==> src/rtl/ddr_pkg.sv <==
// Shared definitions for the dance-game scoring path: judge codes, point
// values and the limits used by the judge and its pending-pulse counters.
package ddr_pkg;

  typedef enum logic [2:0] {
    JUDGE_NONE = 3'd0,
    PERFECT    = 3'd1,
    GOOD       = 3'd2,
    MISS       = 3'd3,
    STRAY      = 3'd4
  } judge_e;

  localparam logic [2:0] PTS_PERFECT = 3'd2;
  localparam logic [2:0] PTS_GOOD    = 3'd1;
  localparam int         COMBO_BONUS = 10;
  localparam int         PEND_MAX    = 63;
  localparam int         N_LANES     = 4;

  // Clamp an unsigned sum to the pending-counter range.
  function automatic logic [5:0] sat_pend(input logic [7:0] v);
    return (v > 8'(PEND_MAX)) ? 6'(PEND_MAX) : v[5:0];
  endfunction

endpackage

==> src/rtl/lane_judge.sv <==
// Grades one arrow lane per cycle and remembers an early (GOOD) hit so the
// same arrow is not graded MISS when it reaches the bottom row.
module lane_judge
  import ddr_pkg::*;
(
  input  logic       clk,
  input  logic       reset,
  input  logic       enable,
  input  logic       bonus,
  input  logic       pre,
  input  logic       last,
  input  logic       press,
  output logic [2:0] points,
  output logic       hit,
  output logic       fault,
  output judge_e     judge
);

  logic       consumed;
  judge_e     code;
  logic [2:0] base;

  always_comb begin
    code = JUDGE_NONE;
    if (enable) begin
      if (press && last && !consumed)  code = PERFECT;
      else if (press && pre)           code = GOOD;
      else if (press)                  code = STRAY;
      else if (last && !consumed)      code = MISS;
    end
  end

  always_comb begin
    base = 3'd0;
    if (code == PERFECT)   base = PTS_PERFECT;
    else if (code == GOOD) base = PTS_GOOD;
    points = bonus ? (base << 1) : base;
    hit    = (code == PERFECT) || (code == GOOD);
    fault  = (code == MISS) || (code == STRAY);
  end

  // A GOOD re-arms the flag; any other enabled cycle clears it.
  always_ff @(posedge clk or negedge reset) begin
    if (!reset) begin
      consumed <= 1'b0;
      judge    <= JUDGE_NONE;
    end else begin
      if (enable) consumed <= (code == GOOD);
      judge <= code;
    end
  end

endmodule

==> src/rtl/hit_judge.sv <==
// Scoring judge: grades four lanes, tracks combo/max combo and turns awarded
// or lost points into single-cycle inc/dec pulses for the score counter.
module hit_judge
  import ddr_pkg::*;
(
  input  logic        clk,
  input  logic        reset,
  input  logic        enable,
  input  logic [3:0]  row_pre,
  input  logic [3:0]  row_last,
  input  logic [3:0]  press,
  output logic        inc,
  output logic        dec,
  output logic [11:0] judge,
  output logic [7:0]  combo,
  output logic [7:0]  max_combo
);

  logic [2:0] lane_pts   [N_LANES];
  logic [3:0] lane_hit;
  logic [3:0] lane_fault;
  judge_e     lane_code  [N_LANES];
  logic       bonus;

  assign bonus = (combo >= 8'(COMBO_BONUS));

  for (genvar i = 0; i < N_LANES; i++) begin : g_lane
    lane_judge u_lane (
      .clk    (clk),
      .reset  (reset),
      .enable (enable),
      .bonus  (bonus),
      .pre    (row_pre[i]),
      .last   (row_last[i]),
      .press  (press[i]),
      .points (lane_pts[i]),
      .hit    (lane_hit[i]),
      .fault  (lane_fault[i]),
      .judge  (lane_code[i])
    );
    assign judge[3*i +: 3] = lane_code[i];
  end

  logic [4:0] pts_sum;
  logic [2:0] hit_cnt;
  logic [2:0] fault_cnt;

  always_comb begin
    pts_sum   = 5'd0;
    hit_cnt   = 3'd0;
    fault_cnt = 3'd0;
    for (int i = 0; i < N_LANES; i++) begin
      pts_sum   = pts_sum + 5'(lane_pts[i]);
      hit_cnt   = hit_cnt + 3'(lane_hit[i]);
      fault_cnt = fault_cnt + 3'(lane_fault[i]);
    end
  end

  logic [8:0] combo_sum;
  logic [7:0] combo_next;

  always_comb begin
    combo_sum  = {1'b0, combo} + 9'(hit_cnt);
    combo_next = combo_sum[8] ? 8'hFF : combo_sum[7:0];
    if (|lane_fault) combo_next = 8'd0;
  end

  logic [5:0] pend_inc;
  logic [5:0] pend_dec;
  logic       drain_inc;
  logic       drain_dec;

  // Each nonzero counter drains by one; a pulse only leaves when the other
  // side is empty, so simultaneous gains and losses cancel silently.
  assign drain_inc = (pend_inc != 6'd0);
  assign drain_dec = (pend_dec != 6'd0);

  always_ff @(posedge clk or negedge reset) begin
    if (!reset) begin
      pend_inc  <= 6'd0;
      pend_dec  <= 6'd0;
      inc       <= 1'b0;
      dec       <= 1'b0;
      combo     <= 8'd0;
      max_combo <= 8'd0;
    end else begin
      pend_inc  <= sat_pend(8'(pend_inc) - 8'(drain_inc) + 8'(pts_sum));
      pend_dec  <= sat_pend(8'(pend_dec) - 8'(drain_dec) + 8'(fault_cnt));
      inc       <= drain_inc && !drain_dec;
      dec       <= drain_dec && !drain_inc;
      combo     <= combo_next;
      if (combo_next > max_combo) max_combo <= combo_next;
    end
  end

endmodule

==> config.mk <==
export PLATFORM = sky130hd
export DESIGN_NAME = hit_judge
export DESIGN_NICKNAME = d
export VERILOG_FILES = /design/src/rtl/ddr_pkg.sv /design/src/rtl/lane_judge.sv /design/src/rtl/hit_judge.sv
export SDC_FILE = /design/constraint.sdc
export NUM_CORES = 1
export LEC_CHECK = 0
export ABC_AREA = 1
export CORE_MARGIN = 3
export CORE_UTILIZATION = 40
export CTS_CLUSTER_DIAMETER = 150
export DETAILED_ROUTE_END_ITERATION = 6
export PLACE_DENSITY = 0.63
export SETUP_SLACK_MARGIN = 0.1
export SYNTH_ARGS = -nofsm -noshare
export SYNTH_HDL_FRONTEND = slang
export SYNTH_SLANG_ARGS = --single-unit
==> constraint.sdc <==
create_clock -name clk -period 4.97 [get_ports clk]
set_clock_uncertainty 0.1 [all_clocks]
set_input_delay 1.2425 -clock clk [delete_from_list [all_inputs] [get_ports clk]]
set_output_delay 1.2425 -clock clk [all_outputs]
set_load 0.03 [all_outputs]
==> flow_summary.json <==
{
  "cts_buffers": 5,
  "finalHoldViolations": 0,
  "rsz0062_at_grt": "false",
  "gp_congestion": 0.863,
  "nFillCells": 740,
  "multi_input_area_sq_mm": 0.00211,
  "wl_per_cell_microns": 12.2,
  "port_buffers": 44,
  "ys.warnings.count": 0,
  "synthToLayoutAreaGrowth_pct": 37.7,
  "cts_hold_buffers": 0,
  "synth_flop_cell": "dfrtp_1",
  "overflow": 0,
  "power_density_mw_per_mm2": 433,
  "critPathLaunchType": "input port",
  "status": "finished clean",
  "grt_pass1_vias": 3017,
  "antenna-diode-count": 0,
  "syn_area_sq_mm": 0.00343,
  "drt_wl_total_microns": 8020,
  "seq_area_sq_mm": 0.00115,
  "synth.distinct_cells": 29,
  "antenna_found_initial": 0,
  "io_pins": 45,
  "dpl_worst_slack_ns": -0.613,
  "grt_util_all_layers": 0.165,
  "nets": 604,
  "grt_max_degree": 47,
  "rrSetupSlack_ns": 0.44,
  "clock.fmax_ghz": 0.213,
  "slew_headroom": 0.300,
  "worst_slew_pin_slew_ns": 1.05,
  "ir_drop_mv": 0.303,
  "total_power_w": 0.00205,
  "synth.area.top_cells": "dfrtp_1 (34%), nand2_1 (12%), ha_1 (10%)",
  "period_needed_ns": 4.70,
  "cts_num_sinks": 46,
  "ys_async_sr_fraction": 1.00,
  "netlist.top_cell.by_area": "dfrtp_1",
  "syn-num-nets": 499,
  "drt_iter0_drc": 86,
  "initial_core_util": 0.415,
  "setup-violations-final": 0,
  "route.detailed.drc": 0,
  "design.die.area_sq_mm": 0.00971,
  "drt_first_pass_iters": 5,
  "yosysSeqAreaShare": 0.336,
  "layout-drive-gt1-share": 0.287,
  "clkLatencyLatePin_ns": 0.31,
  "vias_per_cell": 4.70,
  "post_synth.cell_area_avg_sq_um": 7.72,
  "synth_seq_cells": 46,
  "crit_arrival_ns": 4.80,
  "crit_path_end_kind": "flop",
  "cts_tree": "built",
  "synth-edff-count": 0,
  "vias": 3080,
  "die_y_microns": 98.5,
  "hp-class": "flop to flop",
  "crit_required_ns": 5.07,
  "cellLeakagePower_nw": 2.51,
  "critPathMaxFanout": 7,
  "dp_hpwl_microns": 6120,
  "cts-root-buf": "clkbuf_8",
  "period_share": 0.945,
  "path_clk_slew_ns": 0.10,
  "grt_pass1_wl_microns": 13200,
  "core_area_sq_mm": 0.00826,
  "synth_top_area_share": 0.336,
  "rows": 33,
  "die_w_microns": 98.5,
  "drtAntennaViolNets": 0,
  "syn-instance-count": 444,
  "htreeDepth": 2,
  "cap_violations": 0,
  "setup.worst_path.class": "input port to flop",
  "setup_slack_ns": 0.272,
  "slew_viol_final": 0,
  "clock_path_buffers": 2
}
registers in the layout, summed over array words and instances (netlist names):
signal / cells
combo: 8
dec: 1
g_lane.u_lane.consumed: 4
g_lane.u_lane.judge: 12
inc: 1
max_combo: 8
pend_dec: 6
pend_inc: 6
synth_stat cells (2+ instances only):
master / n
nor2_2: 9
nand3b_1: 4
nand2_2: 8
a21oi_1: 11
nand3_2: 2
nor3_1: 4
nor2_4: 5
dfrtp_1: 46
nand4_1: 7
nand3_1: 30
buf_4: 2
xor2_1: 9
fa_1: 12
ha_1: 28
nand2_1: 110
inv_1: 88
inv_2: 2
nor2_1: 39
a31oi_1: 2
o21ai_0: 12
xnor2_1: 4
o21ai_1: 2
buf_6: 2
worst max-delay path, cell delays in order:
cell	delay, ns
buf_6	0.11
buf_6	0.12
nand4_1	0.15
inv_2	0.07
o21ai_1	0.11
inv_1	0.07
fa_1	0.56
inv_2	0.04
fa_1	0.43
inv_1	0.08
ha_2	0.18
inv_2	0.04
fa_2	0.39
xnor2_2	0.14
ha_1	0.36
nand2_2	0.12
inv_1	0.04
nand2_1	0.06
nand2_1	0.06
nor2_2	0.11
buf_4	0.12
xnor2_1	0.11
nand2_1	0.07
cell usage in the layout, fill, tap and decap left out, drive strengths merged:
cell | netlist | routed
clkdlybuf4s15 | 0 | 1
bufinv | 0 | 1
nand2 | 118 | 118
clkdlybuf4s50 | 0 | 33
a21o | 1 | 1
ha | 28 | 28
o211ai | 1 | 1
nor2 | 54 | 54
xnor2 | 4 | 4
dlymetal6s2s | 0 | 2
nand4 | 7 | 7
xor2 | 9 | 9
inv | 90 | 92
dfrtp | 46 | 46
buf | 4 | 60
nand3b | 4 | 4
fa | 12 | 12
a21oi | 12 | 12
dlygate4sd2 | 0 | 1
clkbuf | 0 | 10
nor3 | 5 | 5
o21ai | 14 | 14
nand3 | 33 | 33
a31oi | 2 | 2
power breakdown:
part	leakage, nW	internal [W]	switching [W]
Clock	0.0591	0.000154	0.000149
Sequential	0.597	0.000459	0.0000729
Combinational	1.86	0.000538	0.000673
area by class of cell:
class | count | area share
Clock buffer | 5 | 0.0146
Tap cell | 105 | 0.0278
Sequential cell | 46 | 0.244
Multi-Input combinational cell | 304 | 0.447
Timing Repair Buffer | 102 | 0.185
Inverter | 90 | 0.0716
Clock inverter | 3 | 0.0101
through the flow:
stage	hold slack (ns)	instances	cell area (sq um)	utilization	TNS, ns
CTS	0.414	648	4520	0.547	0
global placement	0.385	628	4250	0.514	-7.12
global route	0.441	655	4720	0.571	0
floorplan	0.392	444	3430	-	0
finish	0.409	655	4720	0.571	0
detailed placement	0.384	628	4250	0.514	-8.12
metal layers:
metal / global-route usage / up-vias / part of all wire
li1: - / 1577 / -
met1: 0.204 / 1443 / 0.43
met2: 0.301 / 54 / 0.52
met3: 0.0219 / 6 / 0.033
met4: 0.0431 / 0 / 0.011
met5: 0 / - / 0
worst paths after layout:
kind                                          startpoint                       end  cells past startpoint
worst max-delay path                              enable     pend_inc[5]$_DFF_PN0_                     23
worst min-delay path            max_combo[6]$_DFFE_PN0N_  max_combo[6]$_DFFE_PN0N_                      2
worst max register to register        combo[2]$_DFF_PN0_     pend_inc[5]$_DFF_PN0_                     23
worst min register to register  max_combo[6]$_DFFE_PN0N_  max_combo[6]$_DFFE_PN0N_                      2
max in group asynchronous                          reset  max_combo[6]$_DFFE_PN0N_                      1
min in group asynchronous                          reset     pend_dec[5]$_DFF_PN0_                      1
cells by family after synthesis:
| logic type | after synthesis | share of synthesized area |
|---|---|---|
| XOR/XNOR | 13 | 0.0332 |
| AO/OA/AOI/OAI | 30 | 0.0471 |
| adder cells (fa/ha/maj) | 40 | 0.172 |
| flip-flops | 46 | 0.336 |
| buffers and inverters | 94 | 0.110 |
| AND/OR/NAND/NOR | 221 | 0.302 |
what timing repair did:
action	in CTS	in global routing
pin swaps	28	36
setup endpoints to repair	14	14
resized for setup	41	59
setup buffers	12	7
Note: power is estimated with default switching activity, not from simulation.
==> patch 1 (same flow settings) <==
Put a register stage on the output `judge`, cleared by the reset. The value now appears one clock later. The other outputs are not delayed to match.
--- a/src/rtl/hit_judge.sv
+++ b/src/rtl/hit_judge.sv
@@ -16,4 +16,6 @@
   output logic [7:0]  max_combo
 );
+
+  logic [11:0] judge_d;
 
   logic [2:0] lane_pts   [N_LANES];
@@ -39,5 +41,5 @@
       .judge  (lane_code[i])
     );
-    assign judge[3*i +: 3] = lane_code[i];
+    assign judge_d[3*i +: 3] = lane_code[i];
   end
 
@@ -94,4 +96,12 @@
   end
 
+  always_ff @(posedge clk or negedge reset) begin
+    if (!reset) begin
+      judge <= '0;
+    end else begin
+      judge <= judge_d;
+    end
+  end
+
 endmodule
 
Function: changed (a bounded check fails within 4 cycles, from zero or initial values and one cycle with reset low).
==> patch 1 against the unedited design <==
- via count increased by 0.62%
- first-iteration DRC count up 55%
- fmax shrank 0.71%
- power up 8.8%
- worst setup slack got worse by 33 ps
- cell area up 4.6%
- wire length grew 3.2%
- sequential cell count rose by 12
- area after synthesis rose by 6.0%
- largest cell class unchanged
==> patch 1: results (changes against the unedited design) <==
power share of the sequential group: 0.284 (was 0.260)
largest registers ranked by flip-flop count: g_lane.u_lane.judge x12, judge x12 (was g_lane.u_lane.judge x12, combo x8, max_combo x8)
number of optimization iterations in the first detailed-route pass: 4 (was 5)
ranking of synthesized cells by instance count: sky130_fd_sc_hd__nand2_1 (111), sky130_fd_sc_hd__inv_1 (83), sky130_fd_sc_hd__dfrtp_1 (58) (was sky130_fd_sc_hd__nand2_1 (110), sky130_fd_sc_hd__inv_1 (88), sky130_fd_sc_hd__dfrtp_1 (46))
number of vias per cell: 4.76 (was 4.70)
detail-routed net length per standard cell: 12.7 microns (was 12.2 microns)
clock buffer count from CTS: 9 (was 5)
crit-path max cell delay: 410 ps (was 560 ps)
ranking of synthesized cells by area: sky130_fd_sc_hd__dfrtp_1 (40%), sky130_fd_sc_hd__nand2_1 (11%), sky130_fd_sc_hd__ha_1 (9.6%) (was sky130_fd_sc_hd__dfrtp_1 (34%), sky130_fd_sc_hd__nand2_1 (12%), sky130_fd_sc_hd__ha_1 (10%))
via count of the first global-routing pass: 3106 (was 3017)
result of the run: finished clean (unchanged)
depth of the worst register-to-register path: 21 (was 23)
WL met2: 4240 microns (was 4190 microns)
sequential-to-total area share from yosys stat: 0.400 (was 0.336)
largest net degree at the start of global routing: 59 (was 47)
maximum fanout along the worst path: 6 (was 7)
grt met2 use: 0.290 (was 0.301)
met3 WL: 250 microns (was 268 microns)
fraction of final layout cells with drive strength greater than 1: 0.258 (was 0.287)
Post-DP HPWL: 6220 microns (was 6120 microns)
WHS Path Cells: 0 (was 2)
Layout Nets: 593 (was 604)
switching power: 0.938 mW (was 0.895 mW)
worst slew slack as a fraction of its limit: 0.509 (was 0.300)
final weighted congestion of routability-driven global placement: 0.861 (was 0.863)
GR Layer Usage met1: 0.213 (was 0.204)
Worst EP arrival: 4840 ps (was 4800 ps)
drt initial violations: 133 (was 86)
share of the synthesized area in the top cell type: 0.400 (was 0.336)
routing usage on met3: 0.0241 (was 0.0219)
-- patch 1: through the flow --
step | hold slack, ps | setup slack [ps] | instance area (sq um) | TNS, ps | std cells
finish | 249 | 238 | 4930 | 0 | 651
global route | 250 | 51.4 | 4930 | 0 | 651
CTS | 252 | 97.7 | 4790 | 0 | 648
detailed placement | 235 | -594 | 4480 | -7170 | 630
global placement | 232 | -425 | 4480 | -5440 | 630
floorplan | 231 | 160 | 3630 | 0 | 441
-- patch 1: cells by family after synthesis --
logic type,Yosys count,synth area share
DFF,58,0.400
adders and majority gates,40,0.163
buffers and inverters,89,0.0944
AOI/OAI and AO/OA,30,0.0489
xor gates and xnor gates,12,0.0289
and+or+nand+nor,212,0.265
-- patch 1: worst paths after layout --
path,start,end,slack [ps]
worst min-delay path,g_lane[2].u_lane.judge[2]$_DFF_PN0_,judge[8]$_DFF_PN0_,250
max in group asynchronous,reset,pend_inc[0]$_DFF_PN0_,3330
worst max-delay path,row_last[2],pend_inc[5]$_DFF_PN0_,240
worst max register to register,combo[4]$_DFF_PN0_,pend_inc[5]$_DFF_PN0_,510
min in group asynchronous,reset,combo[7]$_DFF_PN0_,950
worst min register to register,g_lane[2].u_lane.judge[2]$_DFF_PN0_,judge[8]$_DFF_PN0_,250
-- patch 1: final cells by class --
class / instances / area, sq um
Clock buffer: 10 / 138
Sequential cell: 58 / 1450
Multi-Input combinational cell: 294 / 2040
Inverter: 86 / 323
Fill cell: 787 / 3830
Tap cell: 108 / 135
Timing Repair Buffer: 89 / 802
Clock inverter: 6 / 41.3
-- patch 1: repair_timing --
action,CTS,global route
hold endpoints to repair,0,0
gates resized for setup,40,44
endpoints found under the setup margin,14,14
pin swaps,31,30
hold buffers,0,0
buffers inserted,2,4
==> patch 2 (config.mk and constraints unchanged) <==
Made on the original files. `PEND_MAX`: 63 -> 47.
--- a/src/rtl/ddr_pkg.sv
+++ b/src/rtl/ddr_pkg.sv
@@ -14,5 +14,5 @@
   localparam logic [2:0] PTS_GOOD    = 3'd1;
   localparam int         COMBO_BONUS = 10;
-  localparam int         PEND_MAX    = 63;
+  localparam int         PEND_MAX    = 47;
   localparam int         N_LANES     = 4;
 
Formal check against the unedited RTL: no difference found for any inputs over 4 cycles, from zero or initial values and one cycle with reset low; that may be too few to reach the edited logic, so the function may still have changed.
==> patch 2 against the unedited design <==
- wire length shrank 1.4%
- worst setup slack lost 29 ps
- area after synthesis shrank 0.11%
- sequential power shrank 2%
- worst hold slack gained 5.6 ps
- sequential cell count is the same
- die area shrank 0.10%
- power grew 2.9%
- synthesized cell count shrank 1.6%
- cell count shrank 0.46%
- cell area grew 1.7%
- highest routed layer unchanged
==> patch 2: results (changes against the unedited design) <==
reg2reg setup slack: 550 ps (was 440 ps)
Post-DP HPWL: 5780 microns (was 6120 microns)
Synthesized Nets: 492 (was 499)
worst min path class: flip-flop to flip-flop (unchanged)
WL met2: 3970 microns (was 4190 microns)
drt initial violations: 81 (was 86)
depth of the worst register-to-register path: 22 (was 23)
end point of the critical path: pend_inc[0]$_DFF_PN0_ (was pend_inc[5]$_DFF_PN0_)
post-synthesis compound-gate area fraction: 0.0750 (was 0.0471)
largest registers ranked by flip-flop count: g_lane.u_lane.judge x12, combo x8, max_combo x8 (unchanged)
xor/xnor cell area share of the yosys netlist: 0.0303 (was 0.0332)
initial antenna violation count: 0 (unchanged)
post-route insts no fill: 652 (was 655)
multiplexer share of the synthesized area: 0 (unchanged)
post-synthesis instance total: 437 (was 444)
filler cell count: 742 (was 740)
Layout Nets: 601 (was 604)
length of routed wiring on met1: 3560 microns (was 3470 microns)
library cell contributing the largest single delay on the critical path: sky130_fd_sc_hd__fa_2 (was sky130_fd_sc_hd__fa_1)
final weighted congestion of routability-driven global placement: 0.824 (was 0.863)
IR drop worst, VDD: 0.316 mV (was 0.303 mV)
met3 WL: 280 microns (was 268 microns)
clock latency at the later pin of the worst-skew pair: 300 ps
area share of fa/ha/maj cells after synthesis: 0.173 (was 0.172)
number of warnings printed during yosys synthesis: 0 (unchanged)
Worst EP arrival: 4800 ps (about the same)
clock root buffer master: sky130_fd_sc_hd__clkbuf_8 (unchanged)
WHS Path Cells: 2 (unchanged)
maximum fanout along the worst path: 4 (was 7)
launch point of the critical path: row_last[2] (was enable)
Post-synth ARST share: 1.00 (unchanged)
count of cell types in the netlist: 33 (was 29)
result of the run: finished clean (unchanged)
combined global-route utilization of all metal layers: 0.163 (was 0.165)
worst slew slack as a fraction of its limit: 0.293 (was 0.300)
fraction of final layout cells with drive strength greater than 1: 0.329 (was 0.287)
clock slew at the register clock pins of the worst setup and hold paths: 90 ps
routed wire length: 7910 microns (was 8020 microns)
Final Hold Slack: 414 ps (was 409 ps)
number of optimization iterations in the first detailed-route pass: 4 (was 5)
ranking of synthesized cells by area: sky130_fd_sc_hd__dfrtp_1 (34%), sky130_fd_sc_hd__nand2_1 (10%), sky130_fd_sc_hd__ha_1 (10%) (was sky130_fd_sc_hd__dfrtp_1 (34%), sky130_fd_sc_hd__nand2_1 (12%), sky130_fd_sc_hd__ha_1 (10%))
I/O Buffers: 44 (unchanged)
via total after detailed routing: 3086 (was 3080)
Cells after DPL: 622 (was 628)
sequential-to-total area share from yosys stat: 0.336 (about the same)
highest routed layer: met4 (unchanged)
critical register-to-register path startpoint: combo[5]$_DFF_PN0_ (was combo[2]$_DFF_PN0_)
crit-path max cell delay: 530 ps (was 560 ps)
leakage power: 2.45 nW (was 2.51 nW)
ranking of synthesized cells by instance count: sky130_fd_sc_hd__nand2_1 (94), sky130_fd_sc_hd__inv_1 (84), sky130_fd_sc_hd__dfrtp_1 (46) (was sky130_fd_sc_hd__nand2_1 (110), sky130_fd_sc_hd__inv_1 (88), sky130_fd_sc_hd__dfrtp_1 (46))
==> patch 2: per-stage QoR <==
step / area (sq um) / setup slack (ps) / total power, mW
floorplan: 3420 / 135 / 1.30
global placement: 4260 / -545 / 1.62
detailed placement: 4260 / -603 / 1.64
CTS: 4570 / 108 / 2.00
global route: 4800 / 38.1 / 2.29
finish: 4800 / 242 / 2.10
==> patch 2: cell families after synthesis <==
family	Yosys count
buffers and inverters	91
xor gates and xnor gates	11
and+or+nand+nor	205
adders and majority gates	40
DFF	46
AOI/OAI and AO/OA	44
==> patch 2: final cells by class <==
class | instances | area (sq um) | area share
inverters | 88 | 334 | 0.0696
well taps | 105 | 131 | 0.0274
repair buffers | 104 | 866 | 0.180
clock inverters | 3 | 45.0 | 0.00939
clock buffers | 5 | 68.8 | 0.0143
multi-input cells | 301 | 2200 | 0.459
flip-flops and latches | 46 | 1150 | 0.240
==> patch 2: per-layer routing <==
layer,vias to the layer above,global-route usage
met2,56,0.285
met4,0,0.0326
met1,1425,0.210
li1,1595,-
met3,10,0.0326
met5,-,0
==> patch 2: what timing repair did <==
action,CTS,global route
gates cloned,1,0
buffers inserted,14,7
setup endpoints to repair,14,18
gates resized for setup,54,65
pin swaps,22,37
==> patch 2: critical path, delay by kind of cell <==
family | cells | cell delay (ps)
adders and majority gates | 5 | 1810
and+or+nand+nor | 10 | 860
buffers and inverters | 7 | 460
AOI/OAI and AO/OA | 2 | 410
==> patch 2: where the power goes <==
part	internal, mW	total [mW]	switching, mW
Combinational	0.551	1.30	0.748
Sequential	0.459	0.523	0.0638
Clock	0.150	0.282	0.133
